==> src/rtl/seg7_scan_decoder_pkg.sv <==
`default_nettype none
// ============================================================================
// seg7_pkg : shared constants for the scanned seven-segment capture path
//            (segment codes, anode-to-slot mapping, default parameters).
// Revision  : 1.0
// ============================================================================
package seg7_pkg;

    localparam int STABLE_CYCLES_DEFAULT  = 2;
    localparam int TIMEOUT_CYCLES_DEFAULT = 1024;

    // Active-low segment codes, bit order gfedcba.
    localparam logic [6:0] SEG_HEX_0 = 7'b1000000;
    localparam logic [6:0] SEG_HEX_1 = 7'b1111001;
    localparam logic [6:0] SEG_HEX_2 = 7'b0100100;
    localparam logic [6:0] SEG_HEX_3 = 7'b0110000;
    localparam logic [6:0] SEG_HEX_4 = 7'b0011001;
    localparam logic [6:0] SEG_HEX_5 = 7'b0010010;
    localparam logic [6:0] SEG_HEX_6 = 7'b0000010;
    localparam logic [6:0] SEG_HEX_7 = 7'b1111000;
    localparam logic [6:0] SEG_HEX_8 = 7'b0000000;
    localparam logic [6:0] SEG_HEX_9 = 7'b0010000;
    localparam logic [6:0] SEG_HEX_A = 7'b0001000;
    localparam logic [6:0] SEG_HEX_B = 7'b0000011;
    localparam logic [6:0] SEG_HEX_C = 7'b1000110;
    localparam logic [6:0] SEG_HEX_D = 7'b0100001;
    localparam logic [6:0] SEG_HEX_E = 7'b0000110;
    localparam logic [6:0] SEG_HEX_F = 7'b0001110;

    localparam logic [15:0][6:0] SEG_HEX_TABLE = {
        SEG_HEX_F, SEG_HEX_E, SEG_HEX_D, SEG_HEX_C,
        SEG_HEX_B, SEG_HEX_A, SEG_HEX_9, SEG_HEX_8,
        SEG_HEX_7, SEG_HEX_6, SEG_HEX_5, SEG_HEX_4,
        SEG_HEX_3, SEG_HEX_2, SEG_HEX_1, SEG_HEX_0
    };

    typedef logic [0:0] scan_state_t;
    localparam scan_state_t ST_SETTLE = 1'b0;
    localparam scan_state_t ST_HOLD   = 1'b1;

    function automatic logic an_is_onehot(input logic [3:0] an);
        return $onehot(an);
    endfunction

    // Slot 0 is the leftmost digit, i.e. value[15:12].
    function automatic logic [1:0] an_to_slot(input logic [3:0] an);
        logic [1:0] idx;
        case (an)
            4'b0001: idx = 2'd0;
            4'b0010: idx = 2'd1;
            4'b0100: idx = 2'd2;
            4'b1000: idx = 2'd3;
            default: idx = 2'd0;
        endcase
        return idx;
    endfunction

endpackage
`default_nettype wire

==> src/rtl/seg7_scan_decoder_if.sv <==
`default_nettype none
// ============================================================================
// seg7_scan_decoder_if : scanned display lines in, reconstructed frame out.
// Revision  : 1.0
// ============================================================================
interface seg7_scan_decoder_if;
    logic [6:0]  seg_in;
    logic [3:0]  an_in;
    logic [15:0] value;
    logic        valid;
    logic        seg_err;
    logic        stale;

    modport master (
        output seg_in, an_in,
        input  value, valid, seg_err, stale
    );

    modport slave (
        input  seg_in, an_in,
        output value, valid, seg_err, stale
    );
endinterface
`default_nettype wire

==> src/rtl/seg7_pattern_to_hex.sv <==
`default_nettype none
// ============================================================================
// seg7_pattern_to_hex : reverse lookup of an active-low segment code to its
//                       hex nibble; hit is low for unrecognised patterns.
// Revision  : 1.0
// ============================================================================
module seg7_pattern_to_hex
    import seg7_pkg::*;
(
    input  logic [6:0] seg,
    output logic       hit,
    output logic [3:0] nibble
);

    always_comb begin
        hit    = 1'b0;
        nibble = 4'h0;
        for (int i = 0; i < 16; i++) begin
            if (seg == SEG_HEX_TABLE[i]) begin
                hit    = 1'b1;
                nibble = 4'(i);
            end
        end
    end

endmodule
`default_nettype wire

==> src/rtl/seg7_scan_decoder.sv <==
`default_nettype none
// ============================================================================
// seg7_scan_decoder : rebuilds the 16-bit value shown on a scanned 4-digit
//                     display. Optional idle watchdog: SEG7_SCAN_TIMEOUT_EN.
// Revision  : 1.0
// ============================================================================
module seg7_scan_decoder
    import seg7_pkg::*;
#(
    parameter int STABLE_CYCLES  = STABLE_CYCLES_DEFAULT,
    parameter int TIMEOUT_CYCLES = TIMEOUT_CYCLES_DEFAULT
) (
    input  logic               clk,
    input  logic               rst_n,
    seg7_scan_decoder_if.slave bus
);

    localparam logic [7:0] STABLE_LIMIT = 8'(STABLE_CYCLES);

    logic [6:0]       seg_meta, seg_sync;
    logic [3:0]       an_meta, an_sync;
    logic [10:0]      pair, pair_prev;
    logic             pair_changed;
    scan_state_t      state, state_next;
    logic [7:0]       stab_cnt, stab_cnt_next;
    logic             capture;
    logic             pat_hit;
    logic [3:0]       pat_nibble;
    logic             an_onehot;
    logic [1:0]       slot_idx;
    logic             capture_ok, capture_bad;
    logic [3:0][3:0]  slots;
    logic [3:0]       seen;
    logic             frame_done;
    logic             err_pend;
    logic [15:0]      value_q;
    logic             valid_q;
    logic             seg_err_q;

    always_ff @(posedge clk or negedge rst_n) begin
        if (!rst_n) begin
            seg_meta  <= '0;
            seg_sync  <= '0;
            an_meta   <= '0;
            an_sync   <= '0;
            pair_prev <= '0;
        end else begin
            seg_meta  <= bus.seg_in;
            seg_sync  <= seg_meta;
            an_meta   <= bus.an_in;
            an_sync   <= an_meta;
            pair_prev <= pair;
        end
    end

    assign pair         = {an_sync, seg_sync};
    assign pair_changed = (pair != pair_prev);

    // State register
    always_ff @(posedge clk or negedge rst_n) begin
        if (!rst_n) begin
            state    <= ST_SETTLE;
            stab_cnt <= '0;
        end else begin
            state    <= state_next;
            stab_cnt <= stab_cnt_next;
        end
    end

    // Next-state logic
    always_comb begin
        state_next = state;
        case (state)
            ST_SETTLE: if (capture) state_next = ST_HOLD;
            ST_HOLD:   if (pair_changed && !capture) state_next = ST_SETTLE;
            default:   state_next = ST_SETTLE;
        endcase
    end

    // A change seen in HOLD reloads the counter; with STABLE_CYCLES=1 that
    // reload already completes the dwell, so the capture happens there.
    always_comb begin
        stab_cnt_next = stab_cnt;
        capture       = 1'b0;
        if ((state == ST_SETTLE) || pair_changed) begin
            stab_cnt_next = pair_changed ? 8'd1 : (stab_cnt + 8'd1);
            capture       = (stab_cnt_next == STABLE_LIMIT);
        end
    end

    seg7_pattern_to_hex u_pattern_to_hex (
        .seg    (seg_sync),
        .hit    (pat_hit),
        .nibble (pat_nibble)
    );

    assign an_onehot   = an_is_onehot(an_sync);
    assign slot_idx    = an_to_slot(an_sync);
    assign capture_ok  = capture && an_onehot && pat_hit;
    assign capture_bad = capture && an_onehot && !pat_hit;
    assign frame_done  = &seen;

    // A capture landing on the completion edge belongs to the next frame.
    always_ff @(posedge clk or negedge rst_n) begin
        if (!rst_n) begin
            slots     <= '0;
            seen      <= '0;
            err_pend  <= 1'b0;
            value_q   <= '0;
            valid_q   <= 1'b0;
            seg_err_q <= 1'b0;
        end else begin
            valid_q  <= frame_done;
            if (frame_done) begin
                value_q <= {slots[0], slots[1], slots[2], slots[3]};
            end
            if (capture_ok) begin
                slots[slot_idx] <= pat_nibble;
            end
            seen     <= (frame_done ? 4'b0000 : seen)
                      | (capture_ok ? (4'b0001 << slot_idx) : 4'b0000);
            err_pend <= (frame_done ? 1'b0 : err_pend) | capture_bad;
            if (capture_bad) begin
                seg_err_q <= 1'b1;
            end else if (frame_done) begin
                seg_err_q <= err_pend;
            end
        end
    end

    assign bus.value   = value_q;
    assign bus.valid   = valid_q;
    assign bus.seg_err = seg_err_q;

`ifdef SEG7_SCAN_TIMEOUT_EN
    localparam int                IDLE_W   = $clog2(TIMEOUT_CYCLES + 1);
    localparam logic [IDLE_W-1:0] IDLE_MAX = IDLE_W'(TIMEOUT_CYCLES);

    logic [IDLE_W-1:0] idle_cnt;

    // Only good captures count as activity; blanking and bad codes do not.
    always_ff @(posedge clk or negedge rst_n) begin
        if (!rst_n) begin
            idle_cnt <= '0;
        end else if (capture_ok) begin
            idle_cnt <= '0;
        end else if (idle_cnt != IDLE_MAX) begin
            idle_cnt <= idle_cnt + 1'b1;
        end
    end

    assign bus.stale = (idle_cnt == IDLE_MAX);
`else
    assign bus.stale = 1'b0;
`endif

endmodule
`default_nettype wire
==> src/flat_wrapper.sv <==
// flat-port wrapper written by rule: the top's interface ports become plain ports
module seg7_scan_decoder_flat import seg7_pkg::*;
#(
    parameter int STABLE_CYCLES  = STABLE_CYCLES_DEFAULT,
    parameter int TIMEOUT_CYCLES = TIMEOUT_CYCLES_DEFAULT
)
  (clk, rst_n, bus_seg_in, bus_an_in, bus_value, bus_valid, bus_seg_err, bus_stale);
  seg7_scan_decoder_if bus_i ();
  input  logic clk;
  input  logic rst_n;
  input wire logic [$bits(bus_i.seg_in)-1:0] bus_seg_in;
  input wire logic [$bits(bus_i.an_in)-1:0] bus_an_in;
  output wire logic [$bits(bus_i.value)-1:0] bus_value;
  output wire logic [$bits(bus_i.valid)-1:0] bus_valid;
  output wire logic [$bits(bus_i.seg_err)-1:0] bus_seg_err;
  output wire logic [$bits(bus_i.stale)-1:0] bus_stale;
  assign bus_i.seg_in = bus_seg_in;
  assign bus_i.an_in = bus_an_in;
  assign bus_value = bus_i.value;
  assign bus_valid = bus_i.valid;
  assign bus_seg_err = bus_i.seg_err;
  assign bus_stale = bus_i.stale;
  seg7_scan_decoder #(.STABLE_CYCLES(STABLE_CYCLES), .TIMEOUT_CYCLES(TIMEOUT_CYCLES)) u_core (.clk(clk), .rst_n(rst_n), .bus(bus_i));
endmodule
==> config.mk <==
export PLATFORM = sky130hd
export DESIGN_NAME = seg7_scan_decoder_flat
export DESIGN_NICKNAME = d
export VERILOG_FILES = /design/src/rtl/seg7_scan_decoder_pkg.sv /design/src/rtl/seg7_scan_decoder_if.sv /design/src/rtl/seg7_pattern_to_hex.sv /design/src/rtl/seg7_scan_decoder.sv /design/src/flat_wrapper.sv
export SDC_FILE = /design/constraint.sdc
export NUM_CORES = 1
export LEC_CHECK = 0
export CAP_MARGIN = 10
export CORE_UTILIZATION = 50
export DETAILED_ROUTE_END_ITERATION = 10
export MAX_ROUTING_LAYER = met4
export PLACE_DENSITY_LB_ADDON = 0.08
export REMOVE_ABC_BUFFERS = 1
export SYNTH_ARGS = -nofsm -noshare
export SYNTH_HDL_FRONTEND = slang
export SYNTH_HIERARCHICAL = 1
export SYNTH_SLANG_ARGS = --single-unit
export TNS_END_PERCENT = 100
==> constraint.sdc <==
create_clock -name clk -period 7.7 [get_ports clk]
set_input_delay 1.925 -clock clk [delete_from_list [all_inputs] [get_ports clk]]
set_output_delay 1.925 -clock clk [all_outputs]
set_load 0.005 [all_outputs]
== After elaboration in Yosys (flattened, before gate mapping) ==
Cells that the tools add are included.

* Register bits: 81
* Word-level logic and storage cells: 103

* Add/subtract/negate cells: 4
* Order comparisons: 2
* Equality and inequality tests: 21
* Shifts and indexed selects: 1
* Muxes and demuxes: 45
* Bitwise operators: 3
* Reductions and logical operators: 11

{| class="wikitable"
|+ Operator list
! kind !! count
|-
| $mux 4 || 17
|-
| $eq 7x7->1 const B || 4
|-
| $mux 1 || 23
|-
| $eq 7x5->1 const B || 3
|-
| $eq 7x6->1 const B || 3
|-
| $bwmux 16 || 1
|-
| $eq 7x2->1 const B || 2
|-
| $eq 7x4->1 const B || 2
|-
| $ne 11x11->1 || 1
|-
| $add 8x1->8 const B || 1
|-
| $demux 4 s2 || 1
|-
| $eq 8x2->1 const B || 1
|-
| $mux 8 || 1
|-
| $eq 7x3->1 const B || 1
|-
| $logic_not 7->1 || 1
|-
| $pmux 2 s3 || 1
|-
| $logic_and 1x1->1 || 5
|-
| $add 1x1->2 || 2
|-
| $eq 4x2->1 const B || 1
|-
| $eq 4x3->1 const B || 1
|-
| $eq 4x4->1 const B || 1
|-
| $or 4x4->4 || 1
|-
| $reduce_and 4->1 || 1
|-
| $shl 1x2->4 const A || 1
|-
| other kinds (10) || 11
|}

== Depth between registers and ports, before layout ==
Gate-level depths: netlist of the first run.

* Depth in word-level cells: 20
* Depth in mapped cells: 10
* Depth with buffers taken out: 9

== Hierarchy ==
Netlist of the first run, hierarchy kept.

{| class="wikitable"
|+ Modules (own cells, without submodules)
! module !! times used !! cells an instance !! area an instance (um^2) !! sequential area each (um^2)
|-
| seg7_scan_decoder || 1 || 251 || 3171.8 || 2026.9
|-
| seg7_pattern_to_hex || 1 || 55 || 369.1 || 0.0
|}

== Least setup slack after synthesis of the first run ==
Ideal clock, no wire load.

* Kind: register -> register
* Start: reg u_core.an_sync[0]
* End: reg u_core/slots[4] (netlist bit)
* Library setup time: 128 ps
* Arrival time: 2969 ps
* Required time: 7572 ps
* Slack: 4603 ps
* Cell stages (with the launch flop): 11
* Buffers on the path: 1
* Path through: dfrtp_1 -> inv_1 -> fa_1 -> inv_1 -> ha_1 -> ha_1 -> nor4b_1 -> nand4_1 -> or4_1 -> clkbuf_1 -> mux2_1

* Word-level cells in the longest chain between the ends: 7

{| class="wikitable"
|+ RTL lines
! item !! line !! source
|-
| start, declared || seg7_scan_decoder.sv:21 || <nowiki>logic [3:0] an_meta, an_sync;</nowiki>
|-
| start signal, assigned || seg7_scan_decoder.sv:51 || <nowiki>an_sync <= an_meta;</nowiki>
|-
| $eq 4x4->1, or another cell as far along || seg7_scan_decoder_pkg.sv:48 || <nowiki>case (an)</nowiki>
|-
| $pmux 2 s3 || seg7_scan_decoder_pkg.sv:48 ||
|-
| $lt 2x3->1 (implied by the code) or $ge 2x1->1 (tied branches) || seg7_scan_decoder.sv:118 || <nowiki>slots[slot_idx] <= pat_nibble;</nowiki>
|-
| $logic_and 1x1->1 (implied by the code) || seg7_scan_decoder.sv:118 ||
|-
| $mux 4 (implied by the code) || seg7_scan_decoder.sv:118 ||
|-
| $demux 4 s2 || -- ||
|-
| $bwmux 16 || seg7_scan_decoder.sv:118 ||
|-
| end signal, assigned by index || seg7_scan_decoder.sv:118 ||
|-
| end, declared || seg7_scan_decoder.sv:32 || <nowiki>logic [3:0][3:0] slots;</nowiki>
|}

Several ways; a longest one is shown, not always the timed one.
A chain may end at the register's enable or synchronous reset.

== Worst setup path after layout of the first run ==
* Start: reg u_core.an_sync[3]
* End: reg u_core/slots[1] (netlist bit)

Same word-level chain as after synthesis.

==> results of run 1 <==
final timing paths:
kind | to | slack [ps] | from | cells past startpoint
min reg2reg | u_core/an_sync[3] | 350 | u_core/an_meta[3] | 0
min | u_core/an_sync[3] | 350 | u_core/an_meta[3] | 0
min in group asynchronous | u_core/stab_cnt[6] | 1730 | rst_n | 1
max | u_core/slots[1] | 4350 | u_core/an_sync[3] | 9
max reg2reg | u_core/slots[1] | 4350 | u_core/an_sync[3] | 9
max in group asynchronous | u_core/seen[0] | 5340 | rst_n | 1
metrics by stage:
stage | worst slack [ps] | utilization | hold WS [ps] | cell area (sq um)
floorplan | 4630 | - | 331 | 3430
global placement | 4440 | 0.565 | 332 | 3860
detailed placement | 4360 | 0.565 | 336 | 3860
CTS | 4340 | 0.591 | 353 | 4040
global route | 4140 | 0.591 | 355 | 4040
finish | 4350 | 0.591 | 349 | 4040
layer usage:
metal / GRT usage / wire [microns] / vias to the layer above
li1: - / - / 1101
met1: 0.264 / 2920 / 1095
met2: 0.260 / 2650 / 46
met3: 0.0549 / 186 / 4
met4: 0.0606 / 44 / 0
met5: - / 0 / -
final cells by class:
class,count,area [sq um],area share
clock buffer,9,124,0.0307
clock inverter,7,53.8,0.0133
inverter,9,33.8,0.00837
multi-input combinational,199,1370,0.340
sequential,81,2030,0.502
tap,96,120,0.0297
timing repair buffer,31,305,0.0756
worst register-to-register path, stage by stage (launching register included):
cell	delay (ps)
sky130_fd_sc_hd__dfrtp_1	470
sky130_fd_sc_hd__inv_1	80
sky130_fd_sc_hd__fa_1	480
sky130_fd_sc_hd__inv_1	40
sky130_fd_sc_hd__ha_1	170
sky130_fd_sc_hd__ha_1	270
sky130_fd_sc_hd__nor4b_1	660
sky130_fd_sc_hd__nand3_1	150
sky130_fd_sc_hd__or4_1	550
sky130_fd_sc_hd__mux2_1	360
power breakdown:
part	internal, uW	switching (uW)
Sequential	434	11.1
Clock	120	162
Combinational	17.0	23.0
Total	571	197
cell usage after synthesis (5+ instances only):
cell type                  number
sky130_fd_sc_hd__a21oi_1        5
sky130_fd_sc_hd__and3_1         6
sky130_fd_sc_hd__clkbuf_1       5
sky130_fd_sc_hd__dfrtp_1       81
sky130_fd_sc_hd__ha_1           5
sky130_fd_sc_hd__inv_1          8
sky130_fd_sc_hd__mux2_1         8
sky130_fd_sc_hd__mux2_2         5
sky130_fd_sc_hd__nand2_1       60
sky130_fd_sc_hd__nand3_1        8
sky130_fd_sc_hd__nand4_1        8
sky130_fd_sc_hd__nor2_1        15
sky130_fd_sc_hd__xor2_1        18
cell families (layout without fill, tap and decap cells):
logic type | after synthesis | count (layout)
other | 1 | 1
AOI/OAI and AO/OA | 25 | 25
adders and majority gates | 6 | 6
DFF | 81 | 81
muxes | 20 | 20
and+or+nand+nor | 126 | 126
xor gates and xnor gates | 21 | 21
buffers and inverters | 26 | 56
registers in the layout (all words and copies together), names as in the netlist, 7 cells and up:
register and cells:
u_core/bus.value 16, u_core/slots 16, u_core/pair_prev 11, u_core/stab_cnt 8, u_core/seg_meta 7, u_core/seg_sync 7
==> summary by stage, run 1 <==
Routing
The wire length reported by the detailed router is 5800 microns. After detailed routing, the average wire length per cell comes to 13.4 microns. Dividing the detail-routed via count by the number of cells gives 5.20. The vias after detailed routing is 2,246. After the first detailed-routing iteration, the DRC count stood at 100.

The residual DRC count is 0. In this run the remaining antenna-violating nets after routing total 0. For this run, the detailed router's first-pass iteration total came to 4.

Placed design
In this run the tool buffered the top-level ports with 30 buffer cells. The number of instances in the placed design is 416. The routability-driven placement congestion ratio is 0.825.

The half-perimeter wire length after detailed placement is 3820 microns.

Yosys
The top cell type's share of synthesized area is 0.572. During synthesis, Yosys emitted a total of 6 warnings. Among all flip-flop cells after synthesis, the most frequent one is sky130_fd_sc_hd__dfrtp_1. The average instance area after synthesis is 11.6 sq um. Counting flops with a built-in enable in the synthesized netlist gives 0. The synthesized-area fraction occupied by and/or/nand/nor cells is 0.188.

The fraction of synthesized cell area in xor and xnor cells is 0.0519. The adder-cell share of the synthesized area is 0.0233. The share of the yosys chip area belonging to registers is 0.572.

After synthesis, the share of flip-flops with an asynchronous set or reset is 1.00. The share of synthesized area spent on multiplexers is 0.0668. The netlist uses 57 different library cells. In this run, synthesis produced a sequential element count of 81. The combinational family with the most area after synthesis is simple AND/OR/NAND/NOR gates. In the synthesized netlist, the number of instances is 306. The compound-gate portion of the synthesized area came to 0.0565.

The largest area contributor in the netlist is sky130_fd_sc_hd__dfrtp_1. By area the synthesized netlist is led by sky130_fd_sc_hd__dfrtp_1 (57%), sky130_fd_sc_hd__nand2_1 (6.4%), sky130_fd_sc_hd__xor2_1 (4.5%), sky130_fd_sc_hd__mux2_1 (2.5%), sky130_fd_sc_hd__ha_1 (1.8%). After synthesis the cells add up to 3540 sq um.

Min path
In this run the worst hold path is classified as reg2reg.

Power and ir drop
The largest voltage drop on the vdd net is 0.0000968 V. The design draws 767 uW. The static leakage power is 0.00191 uW.

The cell area power density is 190 nW/um^2.

Clock network
The number of clock sinks is 81. Clock-pin slew was measured on the worst setup and hold paths at 80 ps. Once the clock tree was built, the setup fixing pass inserted 0 buffers.

The tree is rooted in a sky130_fd_sc_hd__clkbuf_8. In this run the number of H-tree levels came out at 3. The largest buffer count on any clock path is 2. TritonCTS built the clock tree. In this run, post-CTS hold repair placed 0 buffers. The number of clock buffers added by TritonCTS is 9. The quantity of gates resized following cts is 0. The insertion delay of the later-clocked pin in the worst-skew pair is 350 ps.

Critical path
The critical path goes through inv_1, fa_1, inv_1, ha_1, ha_1, nor4b_1, nand3_1, or4_1, mux2_1. The number of buffers and inverters on the critical path is 2. By startpoint and endpoint, the worst setup path is classified as reg2reg. The critical path's top delay family is simple AND/OR/NAND/NOR gates. The data arrival time at the worst-slack endpoint is 3580 ps. The delay of the slowest critical-path stage is 660 ps. The critical path required time is 7930 ps. The biggest fanout along the worst timing path is 7. The startpoint type of the worst setup path is a flip-flop. STA classifies the critical path endpoint as a flip-flop. The slowest library cell on the worst path is sky130_fd_sc_hd__nor4b_1.

Timing
The number of hold violations in the final report is 0. The maximum clock skew at final layout is 14.4 ps. Setup repair after global routing left no endpoint under its margin. The transition time at the pin with the least slew margin is 979 ps.

Setup violations remaining at the end of the flow were counted as 0. In the finished design, the share of the clock period the worst path needs comes to 0.435. Static timing analysis puts the maximum clock frequency at 298 MHz. After layout, the minimum clock period comes to 3350 ps.

The aggregate negative setup slack is 0 ps. The number of max-slew violations in the final report was 0. Measured against its own limit, the worst slew margin works out to 0.347.

Status
The flow ran to the end, and the final reports show no timing, DRC or antenna violations.

Floorplan
Measured along the y axis, the die boundary spans 86.2 microns. 32 I/O pins were placed. In this run the core area contains 30 standard-cell rows.

The die is 86.2 microns wide. The die footprint is 7420 sq um. The core region is 6830 sq um. The starting density of the core is 0.518.

GRT
After global routing the overflow that remains totals 0. The number of antenna violations at the first check in global routing is 0. The via count of the first global-routing pass is 2,134.

Across every metal layer, demand over resource in global routing totals 0.187. Entering global routing, the biggest net connects 82 pins. The first-pass GRT wire length is 10,400 microns.

Finish
The filler cell count in the final layout is 588. The library cells used most frequently in the layout, excluding fill and tap cells, are sky130_fd_sc_hd__dfrtp_1 (81), sky130_fd_sc_hd__nand2_1 (60), sky130_fd_sc_hd__clkdlybuf4s50_1 (29). The area added between synthesis and finish is 14.0%.

The fraction of final layout cells sized beyond drive strength 1 is 0.116. The final-stage net count is 350. The number of diodes added for antenna fixing is 0. Excluding fillers, the count of instances in the completed layout stands at 432. The most common library cell in the layout ignoring fill and taps is sky130_fd_sc_hd__dfrtp_1.

Flow run
Max-cap violations in this run came to 0.
Power figures use the tool's default switching activity.
==> run 2: changes to the inputs <==
==> constraint.sdc (replaced) <==
create_clock -name clk -period 3.1 [get_ports clk]
set_input_delay 0.775 -clock clk [delete_from_list [all_inputs] [get_ports clk]]
set_output_delay 0.775 -clock clk [all_outputs]
set_load 0.005 [all_outputs]
==> summary by stage, run 2 (synthesized netlist as in run 1, its figures left out) <==
Flow run
The number of maximum-capacitance constraint violations is 0.

Critical path
The number of buffer and inverter stages on the critical path is 3. The startpoint type of the worst setup path is a flip-flop. The critical path's top delay family is adder cells. The delay of the slowest critical-path stage is 530 ps. The data arrival time at the worst-slack endpoint is 3190 ps. STA classifies the critical path endpoint as a flip-flop. The critical path in this run is classified as reg2reg. The biggest fanout along the worst timing path is 5. Walking the worst path, the cells encountered are inv_1, fa_1, inv_1, ha_1, ha_1, nor4b_2, buf_4, nand4_1, or4_4, mux2_1. The slowest library cell on the worst path is sky130_fd_sc_hd__fa_1. The register-to-register path setup slack is 140 ps.

The critical path required time is 3330 ps.

Clock network
The largest buffer count on any clock path is 2. The clock transition at the register clock pins on the worst setup and hold paths after CTS is 80 ps. The quantity of gates resized following cts is 0.

The cell sitting at the root of the clock tree is a sky130_fd_sc_hd__clkbuf_8. The number of hold buffers added after CTS was 0. CTS built an H-tree with a depth of 3. The TritonCTS clock tree is built. Once the clock tree was built, the setup fixing pass inserted 0 buffers. The tree built by TritonCTS fans out to 81 sinks. Buffers inserted during clock tree synthesis total 9.

The later pin in the worst-skew pair is clocked with a latency of 350 ps.

Floorplan
The floorplan has 30 rows. The core footprint is 6830 sq um. The floorplan step defined a die boundary enclosing 7420 sq um. The starting density of the core is 0.518.

The die extent in y is 86.2 microns. The boundary pin count is 32. The die is 86.2 microns wide.

Routing
The number of DRC markers in iteration 0 is 109. The via count normalized by instance count is 5.23. The detail route stage leaves a number of antenna-violating nets equal to 0. The vias after detailed routing is 2,292. The wire length reported by the detailed router is 5980 microns. For this run, design rule violations remaining after detail routing come to 0. In the final routed layout, each cell accounts on average for 13.6 microns. The number of detailed-route iterations in the first pass is 4.

Placed design
Prior to clock tree synthesis, the placed netlist has a worst setup slack of 38.5 ps. Buffers placed on the I/O ports in this run total 30. The routability-driven placement congestion ratio is 0.809. Detailed placement ended at an HPWL of 3990 microns.

Timing
The number of max-slew violations in the final report is 0. On the final layout, the worst clock skew is 12.8 ps. The total of endpoints with negative setup slack in the final report is 0. Based on the critical path, the design can be clocked at up to 337 MHz. The worst path meets setup with 135 ps of slack.

The number of hold violations in the final report came to 0. The relative slew slack is 0.350. Final hold analysis gives a worst-case slack of 352 ps. The worst path in the final design needs a cycle of 2960 ps, including I/O delays and setup. For the pin with the worst max-slew slack, the measured transition is 974 ps. The aggregate negative setup slack is 0 ps. The post-route fraction of the period consumed by the critical path is 0.956.

Finish
The number of diodes added for antenna fixing is 0. The multi-input combinational cells in the finished layout cover a total of 1390 sq um. The area added between synthesis and finish is 15.7%.

The top cell types in the final layout, fill and taps aside, are sky130_fd_sc_hd__dfrtp_1 (81), sky130_fd_sc_hd__nand2_1 (60), sky130_fd_sc_hd__clkdlybuf4s50_1 (29). The filler cell count in the final layout is 592. The fraction of final layout cells sized beyond drive strength 1 is 0.140. The library cell used most frequently in the layout, excluding fill and tap cells, is sky130_fd_sc_hd__dfrtp_1. Registers take 2030 sq um. In the final design database the tool counted 356 nets.

GRT
Entering global routing, the biggest net connects 82 pins. After global routing the overflow that remains totals 0. For this run, the total global-route usage over all layers was measured as 0.185. The number of antenna violations at the first check in global routing is 0. The first-pass GRT wire length is 10,100 microns.

The via count of the first global-routing pass came to 2,069.

Min path
The min-delay analysis places its worst path in the category reg2reg.

Power and ir drop
IR analysis of the VDD net gives a maximum drop of 0.000329 V. The total power of the final layout is 1910 uW. The cell area power density is 467 nW/um^2. The analysis attributes to cell leakage a power of 0.00194 uW.

Status
The flow ran to the end, and the final reports show no timing, DRC or antenna violations.
## run 2: layer usage
metal | part of all wire | vias up | global-route usage
met5 | 0 | - | -
met4 | 0.010 | 0 | 0.0682
met3 | 0.038 | 5 | 0.0491
met2 | 0.45 | 51 | 0.270
met1 | 0.50 | 1125 | 0.249
li1 | - | 1111 | -
## run 2: path summary, 6_finish.rpt
check / from / to / depth (start not counted)
setup / recovery: u_core/an_sync[0] / u_core/slots[5] / 10
hold / removal: u_core/seg_meta[0] / u_core/seg_sync[0] / 0
setup reg to reg: u_core/an_sync[0] / u_core/slots[5] / 10
hold reg to reg: u_core/seg_meta[0] / u_core/seg_sync[0] / 0
max in group asynchronous: rst_n / u_core/seg_sync[6] / 1
min in group asynchronous: rst_n / u_core/stab_cnt[6] / 1
## run 2: final cells by class
| class | count | share of cell area |
|---|---|---|
| flip-flops and latches | 81 | 0.495 |
| multi-input cells | 199 | 0.339 |
| repair buffers | 37 | 0.0855 |
| clock buffers | 9 | 0.0302 |
| well taps | 96 | 0.0293 |
| clock inverters | 7 | 0.0131 |
| inverters | 9 | 0.00825 |
## run 2: per-stage QoR
stage                     std cells  area, sq um   util
after floorplan                 289         3430      -
after detailed placement        422         3910  0.572
final                           438         4100  0.600
after CTS                       438         4080  0.598
after global placement          422         3910  0.572
after global routing            438         4100  0.600
## run 2: worst reg2reg max path, cell delays in order, from the launching register on
cell                      delay, ps
sky130_fd_sc_hd__dfrtp_1        380
sky130_fd_sc_hd__inv_1          100
sky130_fd_sc_hd__fa_1           530
sky130_fd_sc_hd__inv_1           40
sky130_fd_sc_hd__ha_1           170
sky130_fd_sc_hd__ha_1           280
sky130_fd_sc_hd__nor4b_2        260
sky130_fd_sc_hd__buf_4          170
sky130_fd_sc_hd__nand4_1        110
sky130_fd_sc_hd__or4_4          480
sky130_fd_sc_hd__mux2_1         340
## run 2: power breakdown
| part | total [uW] | switching [uW] | internal (uW) |
|---|---|---|---|
| Clock | 698 | 402 | 296 |
| Sequential | 1100 | 22.7 | 1080 |
| Combinational | 115 | 64.5 | 51.0 |
| Total | 1910 | 489 | 1420 |
==> run 3: changes to the inputs <==
--- a/config.mk
+++ b/config.mk
@@ -11,6 +11,7 @@
 export MAX_ROUTING_LAYER = met4
 export PLACE_DENSITY_LB_ADDON = 0.08
 export REMOVE_ABC_BUFFERS = 1
+export SKIP_CTS_REPAIR_TIMING = 1
 export SYNTH_ARGS = -nofsm -noshare
 export SYNTH_HDL_FRONTEND = slang
 export SYNTH_HIERARCHICAL = 1
==> constraint.sdc (replaced) <==
create_clock -name clk -period 2.7 [get_ports clk]
set_input_delay 0.675 -clock clk [delete_from_list [all_inputs] [get_ports clk]]
set_output_delay 0.675 -clock clk [all_outputs]
set_load 0.005 [all_outputs]
==> summary by stage, run 3 (synthesized netlist as in run 1, its figures left out) <==
Routing
The vias after detailed routing is 2,367. The routed design uses 176 microns of met3 wire. The wire length reported by the detailed router is 6210 microns. The number of detailed-route iterations in the first pass is 4. In the final routed layout, each cell accounts on average for 13.7 microns. The via count normalized by instance count is 5.23. In the routed design, unresolved DRC markers number 0.

The highest metal layer carrying signal wires in the routed design is met4. The count of nets left with antenna violations once routing finished came out at 0. The number of DRC markers in iteration 0 is 120. The length of routed wiring on met1 is 3040 microns.

In the detailed route, the total length drawn on met2 is 2890 microns.

Critical path
The critical path goes through inv_2, fa_1, inv_2, ha_4, ha_4, nor4b_4, buf_4, nand3_2, or4_4, mux2_4. The worst setup path is launched from a flip-flop. STA classifies the critical path endpoint as a flip-flop.

The startpoint identified for the worst register-to-register timing path is u_core/an_sync[3]. In this run the worst setup path begins at u_core/an_sync[3]. The data arrival time at the worst-slack endpoint is 3010 ps. The critical path required time is 2940 ps. The slowest library cell on the worst path is sky130_fd_sc_hd__or4_4. The register-to-register path setup slack is -70 ps. Of all nets on the critical path, the largest fanout is 5. The number of buffer and inverter stages on the critical path is 3. The delay of the slowest critical-path stage is 550 ps. The number of cells traversed by the worst register-to-register path is 10. By startpoint and endpoint, the worst setup path is classified as reg2reg.

The critical path's top delay family is adder cells. The endpoint identified for the worst register-to-register timing path is u_core/slots[1].

Min path
The class of the worst hold path is in2async.

Finish
The most common library cell in the layout ignoring fill and taps is sky130_fd_sc_hd__dfrtp_1. The number of diodes added for antenna fixing is 0. The final layout contains 371 nets. Measured on the finished design, the core utilization comes to 0.632. Relative to the synthesized area, the layout overhead comes to 21.8%. The filler cell count in the final layout is 576. The fraction of final layout cells sized beyond drive strength 1 is 0.216. Once layout is complete, the cells apart from fillers number 453. Leaving out fill and tap cells, the most frequent cells in the layout are sky130_fd_sc_hd__dfrtp_1 (81), sky130_fd_sc_hd__nand2_1 (60), sky130_fd_sc_hd__clkdlybuf4s50_1 (29).

Power and ir drop
The total power of the final layout is 2330 uW. The part of the total power dissipated in the clock network is 0.386. Of the total power, registers draw 0.538. The share of total power consumed by net switching is 0.247. The cell area power density is 540 nW/um^2. Internal power comes to 1760 uW. The combinational share of power is 0.076.

The largest voltage drop on the vdd net is 0.000405 V. The total net switching power is 576 uW. In this run the static leakage power is 0.00206 uW.

GRT
The number of antenna violations at the first check in global routing is 0. Across every metal layer, demand over resource in global routing totals 0.195. Entering global routing, the biggest net connects 46 pins. For this run the aggregate overflow at the end of global routing stands at 0.

The first-pass GRT wire length is 10,600 microns. The via count of the first global-routing pass is 2,263.

Floorplan
Row generation in the floorplan step produced 30 rows. The initial utilization of the core area, before any placement, comes to 0.518. In this run the vertical extent of the chip is 86.2 microns. The die is 86.2 microns wide. The boundary pin count is 32. The die footprint is 7420 sq um. The core footprint is 6830 sq um.

Timing
The number of max-slew violations in the final report was 0. Setup repair after global routing could not meet its margin everywhere. The total of endpoints with negative setup slack in the final report is 12. The final hold slack is 271 ps. Across all setup checks in the final design, the least slack found is -67.7 ps.

Timing would allow up to 361 MHz. The maximum clock skew at final layout is 14.0 ps. The number of hold violations in the final report is 0.

The post-route fraction of the period consumed by the critical path is 1.03. For the finished layout, the period the worst path requires is 2770 ps.

Clock network
TritonCTS built the clock tree. Clock tree synthesis found a total of 81 sinks. In this run the number of H-tree levels came out at 3. The clock transition at the register clock pins on the worst setup and hold paths after CTS is 90 ps. In this run the clock root is driven by a sky130_fd_sc_hd__clkbuf_8. The number of clock buffers added by TritonCTS is 9. The insertion delay of the later-clocked pin in the worst-skew pair is 360 ps.

The largest buffer count on any clock path is 2.

Status
The checks that failed: setup timing. The run finished, with violations left.

Flow run
The number of maximum-capacitance constraint violations is 0.

Placed design
The half-perimeter wire length after detailed placement is 4200 microns. Prior to clock tree synthesis, the placed netlist has a worst setup slack of -313 ps. Routability-driven placement finished with a final weighted congestion of 0.799.

The count of buffers added on input and output ports is 30. The number of instances in the placed design is 437.
-- run 3: changes by cell type in the layout (fill, tap and decap cells not counted), moves of 2 or more --
cell and change:
sky130_fd_sc_hd__inv_1 -3, sky130_fd_sc_hd__mux2_1 -7, sky130_fd_sc_hd__mux2_4 +7, sky130_fd_sc_hd__ha_4 +2
sky130_fd_sc_hd__clkinvlp_4 -2, sky130_fd_sc_hd__ha_1 -2, sky130_fd_sc_hd__inv_2 +3, sky130_fd_sc_hd__buf_4 +14
-- run 3: worst max-delay path by stage --
stage	end	cells after the start
after detailed placement	u_core/slots[5]	10
after global routing	u_core/slots[1]	10
after CTS	u_core/slots[5]	10
final	u_core/slots[1]	10
after global placement	u_core/slots[7]	10
after floorplan	u_core/slots[4]	9
-- run 3: power by group through the flow --
stage                     Sequential [uW]  Clock [uW]  Combinational [uW]
after floorplan                      1290           0                63.7
final                                1250         900                 176
after CTS                            1250         920                 160
after global placement               1280           0                 157
after detailed placement             1280           0                 159
after global routing                 1260         962                 198
-- run 3: metal layers --
layer  vias up  track usage
met4         0       0.0864
met2        46        0.290
met5         -            -
met1      1170        0.263
met3         9       0.0346
li1       1142            -
-- run 3: area by class of cell --
type                    instances  area, sq um  share of cell area
clock buffers                   9          124              0.0287
clock inverters                 7         77.6              0.0180
inverters                       9         33.8             0.00783
multi-input cells             199         1460               0.338
flip-flops and latches         81         2030               0.470
well taps                      96          120              0.0278
repair buffers                 52          475               0.110
-- run 3: through the flow --
step	instance area [sq um]	TNS, ps
finish	4310	-609
global route	4310	-1880
CTS	4230	-4100
detailed placement	4030	-3830
global placement	4030	-3040
floorplan	3430	-5450
